`config.mk`:
```
export PLATFORM = sky130hd
export DESIGN_NAME = result_pipe_formatter_flat
export DESIGN_NICKNAME = d
export VERILOG_FILES = /design/src/rtl/calc_pkg.sv /design/src/rtl/result_pipe_formatter_if.sv /design/src/rtl/magnitude_negate.sv /design/src/rtl/result_pipe_formatter.sv /design/src/flat_wrapper.sv
export SDC_FILE = /design/constraint.sdc
export NUM_CORES = 1
export LEC_CHECK = 0
export ABC_AREA = 1
export CORE_MARGIN = 2
export CORE_UTILIZATION = 48
export CTS_CLUSTER_SIZE = 10
export DETAILED_ROUTE_END_ITERATION = 8
export PLACE_DENSITY = 0.83
export SYNTH_ARGS = -nofsm -noshare
export SYNTH_HDL_FRONTEND = slang
export SYNTH_SLANG_ARGS = --single-unit
```
`constraint.sdc`:
```
create_clock -name clk -period 2.25 [get_ports clk]
set_clock_uncertainty 0.05 [all_clocks]
set_input_delay 0.45 -clock clk [delete_from_list [all_inputs] [get_ports clk]]
set_output_delay 0.45 -clock clk [all_outputs]
set_load 0.01 [all_outputs]
```
`src/rtl/calc_pkg.sv`:
```
// calc_pkg: shared operation select type and default datapath width for the calculator result path
package calc_pkg;

    typedef enum logic {
        OP_ADD = 1'b0,
        OP_SUB = 1'b1
    } op_t;

    localparam int DEFAULT_WIDTH = 6;

endpackage

```
`src/rtl/result_pipe_formatter_if.sv`:
```
// result_pipe_formatter_if: upstream/downstream handshake and data bundle of the result formatter
interface result_pipe_formatter_if #(
    parameter int N = calc_pkg::DEFAULT_WIDTH
) ();
    import calc_pkg::*;

    logic         in_valid;
    logic         in_ready;
    op_t          op;
    logic [N-1:0] add_res;
    logic [N-1:0] sub_res;
    logic         out_valid;
    logic         out_ready;
    logic [N-1:0] res;
    logic         is_negative;
    logic         is_min;

    modport master (
        output in_valid, op, add_res, sub_res, out_ready,
        input  in_ready, out_valid, res, is_negative, is_min
    );

    modport slave (
        input  in_valid, op, add_res, sub_res, out_ready,
        output in_ready, out_valid, res, is_negative, is_min
    );

endinterface

```
`src/rtl/magnitude_negate.sv`:
```
// magnitude_negate: two's-complement negation of an N-bit value plus a most-negative detector
module magnitude_negate #(
    parameter int N = calc_pkg::DEFAULT_WIDTH
) (
    input  logic [N-1:0] a_i,
    output logic [N-1:0] mag_o,
    output logic         min_o
);

    // invert-plus-one; -2^(N-1) wraps to itself, which read unsigned is exactly 2^(N-1)
    always_comb begin
        mag_o = ~a_i + {{(N-1){1'b0}}, 1'b1};
        min_o = a_i[N-1] & ~|a_i[N-2:0];
    end

endmodule

```
`src/rtl/result_pipe_formatter.sv`:
```
// result_pipe_formatter: two-stage valid/ready pipe selecting add/sub result and emitting sign-magnitude
module result_pipe_formatter
    import calc_pkg::*;
#(
    parameter int N = DEFAULT_WIDTH
) (
    input  logic                    clk,
    input  logic                    rst_n,
    input  logic                    clear,
    result_pipe_formatter_if.slave  bus
);

    logic         s1_valid_q, s1_valid_d;
    logic         s2_valid_q, s2_valid_d;
    logic [N-1:0] s1_data_q, s1_data_d;
    logic [N-1:0] res_q, res_d;
    logic         neg_q, neg_d;
    logic         min_q, min_d;
    logic         s1_ready, s2_ready;
    logic         s1_load, s2_load;
    logic [N-1:0] intr;
    logic [N-1:0] neg_mag;
    logic         intr_min;

    // ready chain runs backwards from the consumer; in_valid never feeds in_ready
    always_comb begin
        s2_ready     = !s2_valid_q || bus.out_ready;
        s1_ready     = !s1_valid_q || s2_ready;
        bus.in_ready = s1_ready;
    end

    // operand selection at the pipe entry
    always_comb begin
        intr = (bus.op == OP_SUB) ? bus.sub_res : bus.add_res;
    end

    magnitude_negate #(.N(N)) u_negate (
        .a_i   (s1_data_q),
        .mag_o (neg_mag),
        .min_o (intr_min)
    );

    // next state: clear wins over every transfer and only touches the valid bits
    always_comb begin
        s1_load    = s1_ready && bus.in_valid && !clear;
        s2_load    = s2_ready && s1_valid_q && !clear;
        s1_valid_d = clear ? 1'b0 : (s1_ready ? bus.in_valid : s1_valid_q);
        s2_valid_d = clear ? 1'b0 : (s2_ready ? s1_valid_q : s2_valid_q);
        s1_data_d  = s1_load ? intr : s1_data_q;
        neg_d      = s2_load ? s1_data_q[N-1] : neg_q;
        res_d      = s2_load ? (s1_data_q[N-1] ? neg_mag : s1_data_q) : res_q;
        min_d      = s2_load ? intr_min : min_q;
    end

    // pipeline state; reset drops all valids and clears the visible result immediately
    always_ff @(posedge clk or negedge rst_n) begin
        if (!rst_n) begin
            s1_valid_q <= 1'b0;
            s2_valid_q <= 1'b0;
            s1_data_q  <= '0;
            res_q      <= '0;
            neg_q      <= 1'b0;
            min_q      <= 1'b0;
        end else begin
            s1_valid_q <= s1_valid_d;
            s2_valid_q <= s2_valid_d;
            s1_data_q  <= s1_data_d;
            res_q      <= res_d;
            neg_q      <= neg_d;
            min_q      <= min_d;
        end
    end

    // outputs come straight from stage-2 registers
    always_comb begin
        bus.out_valid   = s2_valid_q;
        bus.res         = res_q;
        bus.is_negative = neg_q;
        bus.is_min      = min_q;
    end

endmodule

```
`src/flat_wrapper.sv`:
```
// flat-port wrapper written by rule: the top's interface ports become plain ports
module result_pipe_formatter_flat import calc_pkg::*;
#(
    parameter int N = DEFAULT_WIDTH
)
  (clk, rst_n, clear, bus_in_valid, bus_op, bus_add_res, bus_sub_res, bus_out_ready, bus_in_ready, bus_out_valid, bus_res, bus_is_negative, bus_is_min);
  result_pipe_formatter_if #(.N(N)) bus_i ();
  input  logic clk;
  input  logic rst_n;
  input  logic clear;
  input wire logic [$bits(bus_i.in_valid)-1:0] bus_in_valid;
  input wire logic [$bits(bus_i.op)-1:0] bus_op;
  input wire logic [$bits(bus_i.add_res)-1:0] bus_add_res;
  input wire logic [$bits(bus_i.sub_res)-1:0] bus_sub_res;
  input wire logic [$bits(bus_i.out_ready)-1:0] bus_out_ready;
  output wire logic [$bits(bus_i.in_ready)-1:0] bus_in_ready;
  output wire logic [$bits(bus_i.out_valid)-1:0] bus_out_valid;
  output wire logic [$bits(bus_i.res)-1:0] bus_res;
  output wire logic [$bits(bus_i.is_negative)-1:0] bus_is_negative;
  output wire logic [$bits(bus_i.is_min)-1:0] bus_is_min;
  assign bus_i.in_valid = bus_in_valid;
  assign bus_i.op = bus_op;
  assign bus_i.add_res = bus_add_res;
  assign bus_i.sub_res = bus_sub_res;
  assign bus_i.out_ready = bus_out_ready;
  assign bus_in_ready = bus_i.in_ready;
  assign bus_out_valid = bus_i.out_valid;
  assign bus_res = bus_i.res;
  assign bus_is_negative = bus_i.is_negative;
  assign bus_is_min = bus_i.is_min;
  result_pipe_formatter #(.N(N)) u_core (.clk(clk), .rst_n(rst_n), .clear(clear), .bus(bus_i));
endmodule
```
==> metrics.md, run 1 <==
| Metric | Value |
|---|---|
| Clock power frac | a little under a quarter |
| DRT Pass-1 Iters | 4 |
| WP data arrival | 1660 ps |
| Largest family of logic cells by synthesized area | simple AND/OR/NAND/NOR gates |
| Netlist Area Pre-Place | approximately 850 sq um |
| Port bufs | 27 |
| Synth Area in Adders | between 2 and 3% |
| Prevailing post-synth register cell | dfrtp_1 |
| Syn-to-layout area delta | 38.4% |
| Die H | 46.2 microns |
| Placed cells | between 150 and 200 |
| CTS resizes | 0 |
| Clk pin slew, worst setup/hold paths | ~90 ps |
| Layout cells sized above 1 | between 10% and 20% |
| EDFF count, synth | 0 |
| Outcome | finished clean |
| CTS max path bufs | 2 |
| Logic pwr share | 30.3% |
| DR iter-0 viols | 14 |
| Post-synthesis sequential area ratio | 46.9% |
| Synth Area in Compound Gates | 11.6% |
| CTS tree | done |
| Xor/xnor share of the synthesized area | under 10% |
| CTS buffer count | 3 |
| Internal cell power | 0.559 mW |
| Setup_tns | 0 ps |
| Mux contribution to synthesized area | 0% |
| Starting density of the core | between 40 and 50% |
| WL final | around 1500 microns |
| VDD IR max | around 0.34 mV |
| Final Wtd Congestion | slightly above 0.7 |
| Tightest Pin Transition | between 600 and 700 ps |
| Max-Slew Margin vs Limit | approximately 54% |
| Nets | between 150 and 200 |
| Core area | about 1700 sq um |
| Mapped Avg Cell Area | 8.13 sq um |
| Syn_nets | ~130 |
| # IOs | 28 |
| Synth warn | 0 |
| Highest clock rate | approximately 460 MHz |
| Hold Path Class | register to register |
| Ant. Diodes | 0 |
| CP startpoint kind | input pin |
| Leak | roughly 0.57 nW |
| Post-CTS Hold Buffers | 0 |
| Critical path type | input pin to primary output |
| DR WL/cell | between 9 and 10 microns |
| Root Buffer | clkbuf_4 |
| Element type at the critical path end | primary output |
| Max-cap violations | 0 |
| Htree depth | 1 |
| DRT antenna net count | 0 |
| Clk sinks | 16 |
| Detail Placement HPWL | 1220 microns |
| Cell variety after synth | 20 |
| RSZ-0062 raised after global routing | false |
| Via density per instance | 4.56 |
| Final period utilization | 96.0% |
| Slew Viols, Final | 0 |
| Net Sw Frac | 29.1% |
| Synth async-reset ratio | 100% |
| Std-Cell Rows | 15 |
| Largest net degree at the start of global routing | 17 |
| Mapped Cells | roughly 110 |
| Full die area | 2130 sq um |
| Gr usage total | between 15 and 20% |
| DRC | 0 |
| Via Count | between 700 and 800 |
| Die X | approximately 46 microns |
| Flops & latches, synth | 16 |
| Simple-Gate Fraction of Synth Area | 28.4% |
| First-pass GRT wire length | 2480 microns |
| Required time of the critical path | 1750 ps |
| Final Hold Fails | 0 |
| Clock latency on the worst-skew pair | between 200 and 300 ps |
| Worst hold slack | 432 ps |
| Sw Pwr | between 0.2 and 0.25 mW |
| Initial antenna violation count | 0 |
| Final setup violation count | 0 |
| Vias in the first global route | 650 |
| Pwr per Cell Area | around 670 nW/um^2 |
| Min Tclk post-route | 2160 ps |
| Post-route insts no fill | 159 |
| Setup bufs post-CTS | 0 |
| Worst-path maximum fanout | 3 |
| Congestion Overflow GR | 0 |
| Share of power burned in registers | a little under half |
## power by group through the flow
stage | combinational, mW | clock, mW | sequential, mW
6_report | 0.239 | 0.183 | 0.367
5_1_grt | 0.269 | 0.201 | 0.372
4_1_cts | 0.242 | 0.187 | 0.367
3_5_place_dp | 0.241 | 0 | 0.373
3_3_place_gp | 0.231 | 0 | 0.369
2_1_floorplan | 0.115 | 0 | 0.378
## critical path: stages
cell and delay [ps]:
clkdlybuf4s50_1 500, nor2_4 60, nand2_2 90, clkdlybuf4s50_1 550
## flip-flops by register name, indices dropped and copies added (netlist names)
| signal | cells |
|---|---|
| u_core.bus.is_min | 1 |
| u_core.bus.is_negative | 1 |
| u_core.bus.out_valid | 1 |
| u_core.bus.res | 6 |
| u_core.s1_data_q | 6 |
| u_core.s1_valid_q | 1 |
## worst paths after layout
check                                     from             endpoint  slack, ps  cells after the start
max                              bus_out_ready         bus_in_ready         90                      4
min                          u_core.bus.res[1]    u_core.bus.res[1]        430                      2
min reg2reg                  u_core.bus.res[1]    u_core.bus.res[1]        430                      2
max reg2reg                u_core.s1_data_q[0]    u_core.bus.res[4]        700                      9
max in group asynchronous                rst_n  u_core.s1_data_q[4]       1190                      1
min in group asynchronous                rst_n  u_core.s1_data_q[3]        530                      1
## per-stage QoR
step	util [%]	setup WS, ps	power [mW]	instance area [sq um]
2_1_floorplan	-	850	0.493	853
3_3_place_gp	67.0	105	0.600	1140
4_1_cts	69.2	83.9	0.797	1180
5_1_grt	69.2	36.1	0.843	1180
6_report	69.2	90.5	0.789	1180
3_5_place_dp	67.0	87.3	0.613	1140
## metal layers
metal  track usage (%)  vias to the layer above  part of all wire (%)  wire length [microns]
met2              29.4                       26                    50                    766
met4              12.0                        0                   2.0                     31
li1                  -                      385                     -                      -
met5                 0                        -                     0                      0
met3              1.96                        4                   5.4                     82
met1              17.3                      310                    42                    637
## synth_stat cells, types with 2 or more instances
cell type | instances | share of area (%)
o21ai_0 | 8 | 4.7
inv_1 | 13 | 5.7
nor2_1 | 2 | 0.88
dfrtp_1 | 16 | 47
o21ai_1 | 2 | 1.2
buf_2 | 2 | 1.2
nand2_2 | 7 | 5.1
nor2_4 | 2 | 2.6
nand3_1 | 3 | 1.8
nand2_1 | 35 | 15
o21ai_2 | 5 | 5.1
ha_1 | 2 | 2.9
## kinds of logic after synthesis
group	count (synthesis)
AOI/OAI and AO/OA	16
xor gates and xnor gates	1
adders and majority gates	2
buffers and inverters	18
DFF	16
and+or+nand+nor	52
## cell type report
| cell class | count | area, sq um |
|---|---|---|
| fill | 141 | 527 |
| clock buffer | 4 | 36.3 |
| sequential | 16 | 400 |
| inverter | 16 | 67.6 |
| timing repair buffer | 27 | 270 |
| tap | 25 | 31.3 |
| multi-input combinational | 71 | 375 |
## cell usage in the layout (no fill, tap or decap), types with 3 or more instances in the layout
cell              n
nand2_1          35
o21ai_0           8
clkdlybuf4s50_1  27
o21ai_2           5
nand2_2           7
nand3_1           3
inv_1            13
dfrtp_1          16
clkbuf_4          3
Note: power is estimated with default switching activity, not from simulation.
==> inputs of run 2 (changes only) <==
--- a/config.mk
+++ b/config.mk
@@ -10,7 +10,9 @@
 export CORE_UTILIZATION = 48
 export CTS_CLUSTER_SIZE = 10
 export DETAILED_ROUTE_END_ITERATION = 8
+export MAX_ROUTING_LAYER = met4
 export PLACE_DENSITY = 0.83
+export RECOVER_POWER = 25
 export SYNTH_ARGS = -nofsm -noshare
 export SYNTH_HDL_FRONTEND = slang
 export SYNTH_SLANG_ARGS = --single-unit
==> metrics.md, run 2 (synthesis gave the netlist of run 1 again) <==
| Metric | Value |
|---|---|
| Congestion Overflow GR | 0 |
| CTS buffer count | 3 |
| Outcome | finished clean |
| CTS resizes | 0 |
| Starting density of the core | around half |
| Core area | around 1700 sq um |
| First-pass GRT wire length | between 2000 and 2500 microns |
| DRT antenna net count | 0 |
| WP data arrival | ~1700 ps |
| Final setup violation count | 0 |
| Most common cell after layout, fill and taps aside | nand2_1 |
| Final period utilization | 96.0% |
| Via Count | just over 700 |
| DRC | 0 |
| Ant. Diodes | 0 |
| Tightest Pin Transition | ~700 ps |
| Syn-to-layout area delta | 38.4% |
| Slew Viols, Final | 0 |
| Required time of the critical path | roughly 1800 ps |
| Setup bufs post-CTS | 0 |
| Clock latency on the worst-skew pair | between 200 and 300 ps |
| Max-Slew Margin vs Limit | a little over half |
| Worst-path maximum fanout | 3 |
| Nets | between 150 and 200 |
| Element type at the critical path end | primary output |
| Placed cells | between 150 and 200 |
| DRT Pass-1 Iters | 4 |
| CTS max path bufs | 2 |
| WL final | around 1500 microns |
| Hold Path Class | register to register |
| Die X | about 46 microns |
| Setup_tns | 0 ps |
| Fill count | approximately 140 |
| Layout cells sized above 1 | between 10% and 20% |
| Min Tclk post-route | between 2000 and 2500 ps |
| Vias in the first global route | 650 |
| Design area | 1180 sq um |
| Most frequent cells in the layout | 35 x nand2_1, 25 x clkdlybuf4s50_1, 16 x dfrtp_1 |
| Final Wtd Congestion | 0.727 |
| Final Power | slightly below 0.8 mW |
| Die H | about 46 microns |
| Final Hold Fails | 0 |
| RSZ-0062 raised after global routing | false |
| Via density per instance | 4.56 |
| Full die area | ~2100 sq um |
| Htree depth | 1 |
| # IOs | 28 |
| VDD IR max | around 0.34 mV |
| Detail Placement HPWL | about 1200 microns |
| Dpl cell area | approximately 1100 sq um |
| Port bufs | 27 |
| DR WL/cell | approximately 9.5 microns |
| Std-Cell Rows | 15 |
| Initial antenna violation count | 0 |
| DR iter-0 viols | 14 |
| Pwr per Cell Area | 668 nW/um^2 |
| Post-CTS Hold Buffers | 0 |
| Clk sinks | 16 |
| Clk pin slew, worst setup/hold paths | 90 ps |
| Root Buffer | clkbuf_4 |
| Max-cap violations | 0 |
| Post-route insts no fill | ~160 |
| Gr usage total | ~17% |
| Leak | around 0.57 nW |
| Highest clock rate | ~460 MHz |
| CP startpoint kind | input pin |
| CTS tree | done |
| Critical path type | input pin to primary output |
| Largest net degree at the start of global routing | 17 |
-- run 2: power by group --
group          switching (mW)  internal, mW  total [mW]
Combinational           0.113         0.125       0.238
Clock                  0.0847        0.0985       0.183
Sequential             0.0324         0.335       0.367
-- run 2: worst paths after layout --
kind                                      from                   to  slack (ps)  depth (start not counted)
setup / recovery                 bus_out_ready         bus_in_ready          90                          4
hold / removal               u_core.bus.res[1]    u_core.bus.res[1]         430                          2
setup reg to reg           u_core.s1_data_q[0]    u_core.bus.res[4]         700                          9
hold reg to reg              u_core.bus.res[1]    u_core.bus.res[1]         430                          2
max in group asynchronous                rst_n  u_core.s1_data_q[4]        1110                          1
min in group asynchronous                rst_n  u_core.s1_data_q[3]         600                          1
-- run 2: area by class of cell --
cell class	count	area, sq um	share of cell area [%]
sequential	16	400	33.9
multi-input combinational	71	375	31.8
inverter	16	67.6	5.72
tap	25	31.3	2.65
clock buffer	4	36.3	3.07
timing repair buffer	27	270	22.9
-- run 2: through the flow --
stage / setup WS [ps] / utilization [%] / hold WS [ps]
2_1_floorplan: 850 / - / 104
3_3_place_gp: 105 / 67.0 / 404
3_5_place_dp: 87.3 / 67.0 / 416
4_1_cts: 83.9 / 69.2 / 438
5_1_grt: 36.1 / 69.2 / 470
6_report: 90.5 / 69.2 / 432
-- run 2: worst max-delay path: stages --
cell,delay [ps]
clkdlybuf4s50_1,500
nor2_4,60
nand2_2,90
clkdlybuf4s50_1,550
-- run 2: routing by layer --
| metal | track usage, % | share of wire [%] | vias up |
|---|---|---|---|
| li1 | - | - | 385 |
| met1 | 17.3 | 42 | 310 |
| met2 | 29.4 | 50 | 26 |
| met3 | 1.96 | 5.4 | 4 |
| met4 | 12.0 | 2.0 | 0 |
| met5 | - | 0 | - |
==> inputs of run 3 (changes only) <==
--- a/config.mk
+++ b/config.mk
@@ -5,9 +5,8 @@
 export SDC_FILE = /design/constraint.sdc
 export NUM_CORES = 1
 export LEC_CHECK = 0
-export ABC_AREA = 1
 export CORE_MARGIN = 2
-export CORE_UTILIZATION = 48
+export CORE_UTILIZATION = 47
 export CTS_CLUSTER_SIZE = 10
 export DETAILED_ROUTE_END_ITERATION = 8
 export MAX_ROUTING_LAYER = met4
==> metrics.md, run 3 <==
| Metric | Value |
|---|---|
| # IOs | 28 |
| Port bufs | 27 |
| Clk pin slew, worst setup/hold paths | 90 ps |
| Max-cap violations | 0 |
| Max-Slew Margin vs Limit | between 50 and 60% |
| Element type at the critical path end | primary output |
| Simple-Gate Fraction of Synth Area | between 10% and 20% |
| Largest family of logic cells by synthesized area | multiplexers |
| Clock latency on the worst-skew pair | 300 ps |
| Setup_tns | 0 ps |
| Post-route insts no fill | roughly 110 |
| Worst-path maximum fanout | 3 |
| WL final | approximately 1500 microns |
| Leak | slightly above 0.5 nW |
| Xor/xnor share of the synthesized area | ~2.2% |
| Util after Layout | between 70% and 80% |
| WP data arrival | between 1500 and 2000 ps |
| Synth async-reset ratio | between 90% and 100% |
| CTS buffer count | 3 |
| Root Buffer | clkbuf_4 |
| Die H | around 45 microns |
| Syn-to-layout area delta | 40.5% |
| Starting density of the core | around half |
| Largest area contributor in the netlist | dfrtp_1 |
| Fill count | approximately 120 |
| Highest clock rate | around 460 MHz |
| Min Tclk post-route | 2180 ps |
| Mapped Avg Cell Area | 12.4 sq um |
| Detail Placement HPWL | about 1200 microns |
| Die X | around 45 microns |
| DR WL/cell | about 14 microns |
| Synth Area in Compound Gates | 2.79% |
| Top cells by area, synth | dfrtp_1 50%, mux2_2 18%, mux2i_1 8.7% |
| Prevailing post-synth register cell | dfrtp_1 |
| Nets | 117 |
| Netlist Area Pre-Place | 807 sq um |
| Final Hold Fails | 0 |
| Logic pwr share | about 33% |
| VDD IR max | ~0.51 mV |
| Final setup violation count | 0 |
| Post-CTS Hold Buffers | 0 |
| Gr usage total | between 10% and 20% |
| Initial antenna violation count | 0 |
| Clk sinks | 16 |
| Required time of the critical path | approximately 1800 ps |
| Slew Viols, Final | 0 |
| Outcome | finished clean |
| CTS resizes | 0 |
| Tightest Pin Transition | about 700 ps |
| EDFF count, synth | 0 |
| Vias in the first global route | 628 |
| Core area | 1560 sq um |
| Full die area | around 2100 sq um |
| Mapped Cells | 65 |
| Std-Cell Rows | 14 |
| DRC | 0 |
| DR iter-0 viols | 1 |
| Cell variety after synth | 21 |
| Final period utilization | between 90% and 100% |
| CTS tree | done |
| Most frequent cell after synthesis | dfrtp_1 |
| Post-place setup slack | ~95 ps |
| Clock power frac | 21.7% |
| Critical path type | input pin to primary output |
| Pwr per Cell Area | ~790 nW/um^2 |
| Via Count | 590 |
| Congestion Overflow GR | 0 |
| Placed cells | between 100 and 150 |
| Final Wtd Congestion | 0.764 |
| DRT antenna net count | 0 |
| Share of power burned in registers | 45.2% |
| Net Sw Frac | between 20% and 30% |
| CTS max path bufs | 2 |
| Post-synthesis sequential area ratio | between 40 and 50% |
| Post-synth top area share | 49.6% |
| First-pass GRT wire length | approximately 2800 microns |
| Htree depth | 1 |
| Layout cells sized above 1 | a little over a fifth |
| Flops & latches, synth | 16 |
| Ant. Diodes | 0 |
| Via density per instance | between 5 and 6 |
| CP startpoint kind | input pin |
| Synth warn | 0 |
| Syn_nets | between 80 and 90 |
| Worst hold slack | ~460 ps |
| Most frequent cells in the layout | 26 x clkdlybuf4s50_1, 16 x dfrtp_1, 13 x mux2_2 |
| Synth cell count leaders | 16 x dfrtp_1, 13 x mux2_2, 7 x mux2i_1 |
| Largest net degree at the start of global routing | 17 |
| Synth Area in Adders | 3.10% |
| Mux contribution to synthesized area | a little over a quarter |
| RSZ-0062 raised after global routing | false |
| DRT Pass-1 Iters | 2 |
| Internal cell power | between 0.6 and 0.7 mW |
| PnR worst setup slack | roughly 67 ps |
| Setup bufs post-CTS | 0 |
| Most common cell after layout, fill and taps aside | clkdlybuf4s50_1 |
| Hold Path Class | register to register |
| Sw Pwr | around 0.25 mW |
## run 3: changes by cell type in the layout (fill, tap and decap cells not counted), moves of 2 or more
cell	change
nand2_1	-32
mux2_2	+13
inv_1	-8
mux2i_1	+7
nand2_2	-7
o21ai_0	-6
o21ai_2	-5
nand3_1	-3
buf_4	+2
nor2_4	-2
o21ai_1	-2
xnor2_1	+2
## run 3: final cells by class
type,count,area (sq um),share of cell area (%)
inverter,5,18.8,1.66
tap,16,20.0,1.77
timing repair buffer,29,285,25.2
sequential,16,400,35.3
clock buffer,4,36.3,3.20
multi-input combinational,42,373,32.9
## run 3: worst paths after layout
path	depth (start not counted)	slack (ps)	startpoint	endpoint
worst max-delay path	3	70	bus_out_ready	bus_in_ready
worst min-delay path	1	460	u_core.bus.res[3]	u_core.bus.res[3]
worst max register to register	7	520	u_core.s1_data_q[0]	u_core.bus.res[4]
worst min register to register	1	460	u_core.bus.res[3]	u_core.bus.res[3]
max in group asynchronous	1	1110	rst_n	u_core.bus.out_valid
min in group asynchronous	1	580	rst_n	u_core.bus.res[5]
## run 3: worst max-delay path, cell delays in order
cell             delay [ps]
clkdlybuf4s50_1         470
nand3b_1                180
clkdlybuf4s50_1         580
## run 3: layer usage
layer / global-route usage [%] / up-vias / routed length, microns
met5: - / - / 0
met4: 10.6 / 0 / 39
met3: 2.38 / 5 / 44
met2: 32.4 / 18 / 794
met1: 23.0 / 281 / 663
li1: - / 286 / -
## run 3: power groups by stage
stage / logic (mW) / registers, mW / clock network (mW)
detailed placement: 0.300 / 0.411 / 0
global placement: 0.292 / 0.406 / 0
global route: 0.325 / 0.414 / 0.214
CTS: 0.301 / 0.404 / 0.198
finish: 0.295 / 0.403 / 0.194
floorplan: 0.125 / 0.421 / 0
## run 3: cell families after synthesis
family	count (synthesis)
and+or+nand+nor	14
muxes	20
DFF	16
adders and majority gates	2
buffers and inverters	7
xor gates and xnor gates	2
AOI/OAI and AO/OA	4
## run 3: stage by stage
stage                     power (mW)  cell area, sq um
final                          0.892              1130
after floorplan                0.546               807
after global placement         0.699              1100
after CTS                      0.904              1140
after detailed placement       0.711              1100
after global routing           0.954              1130
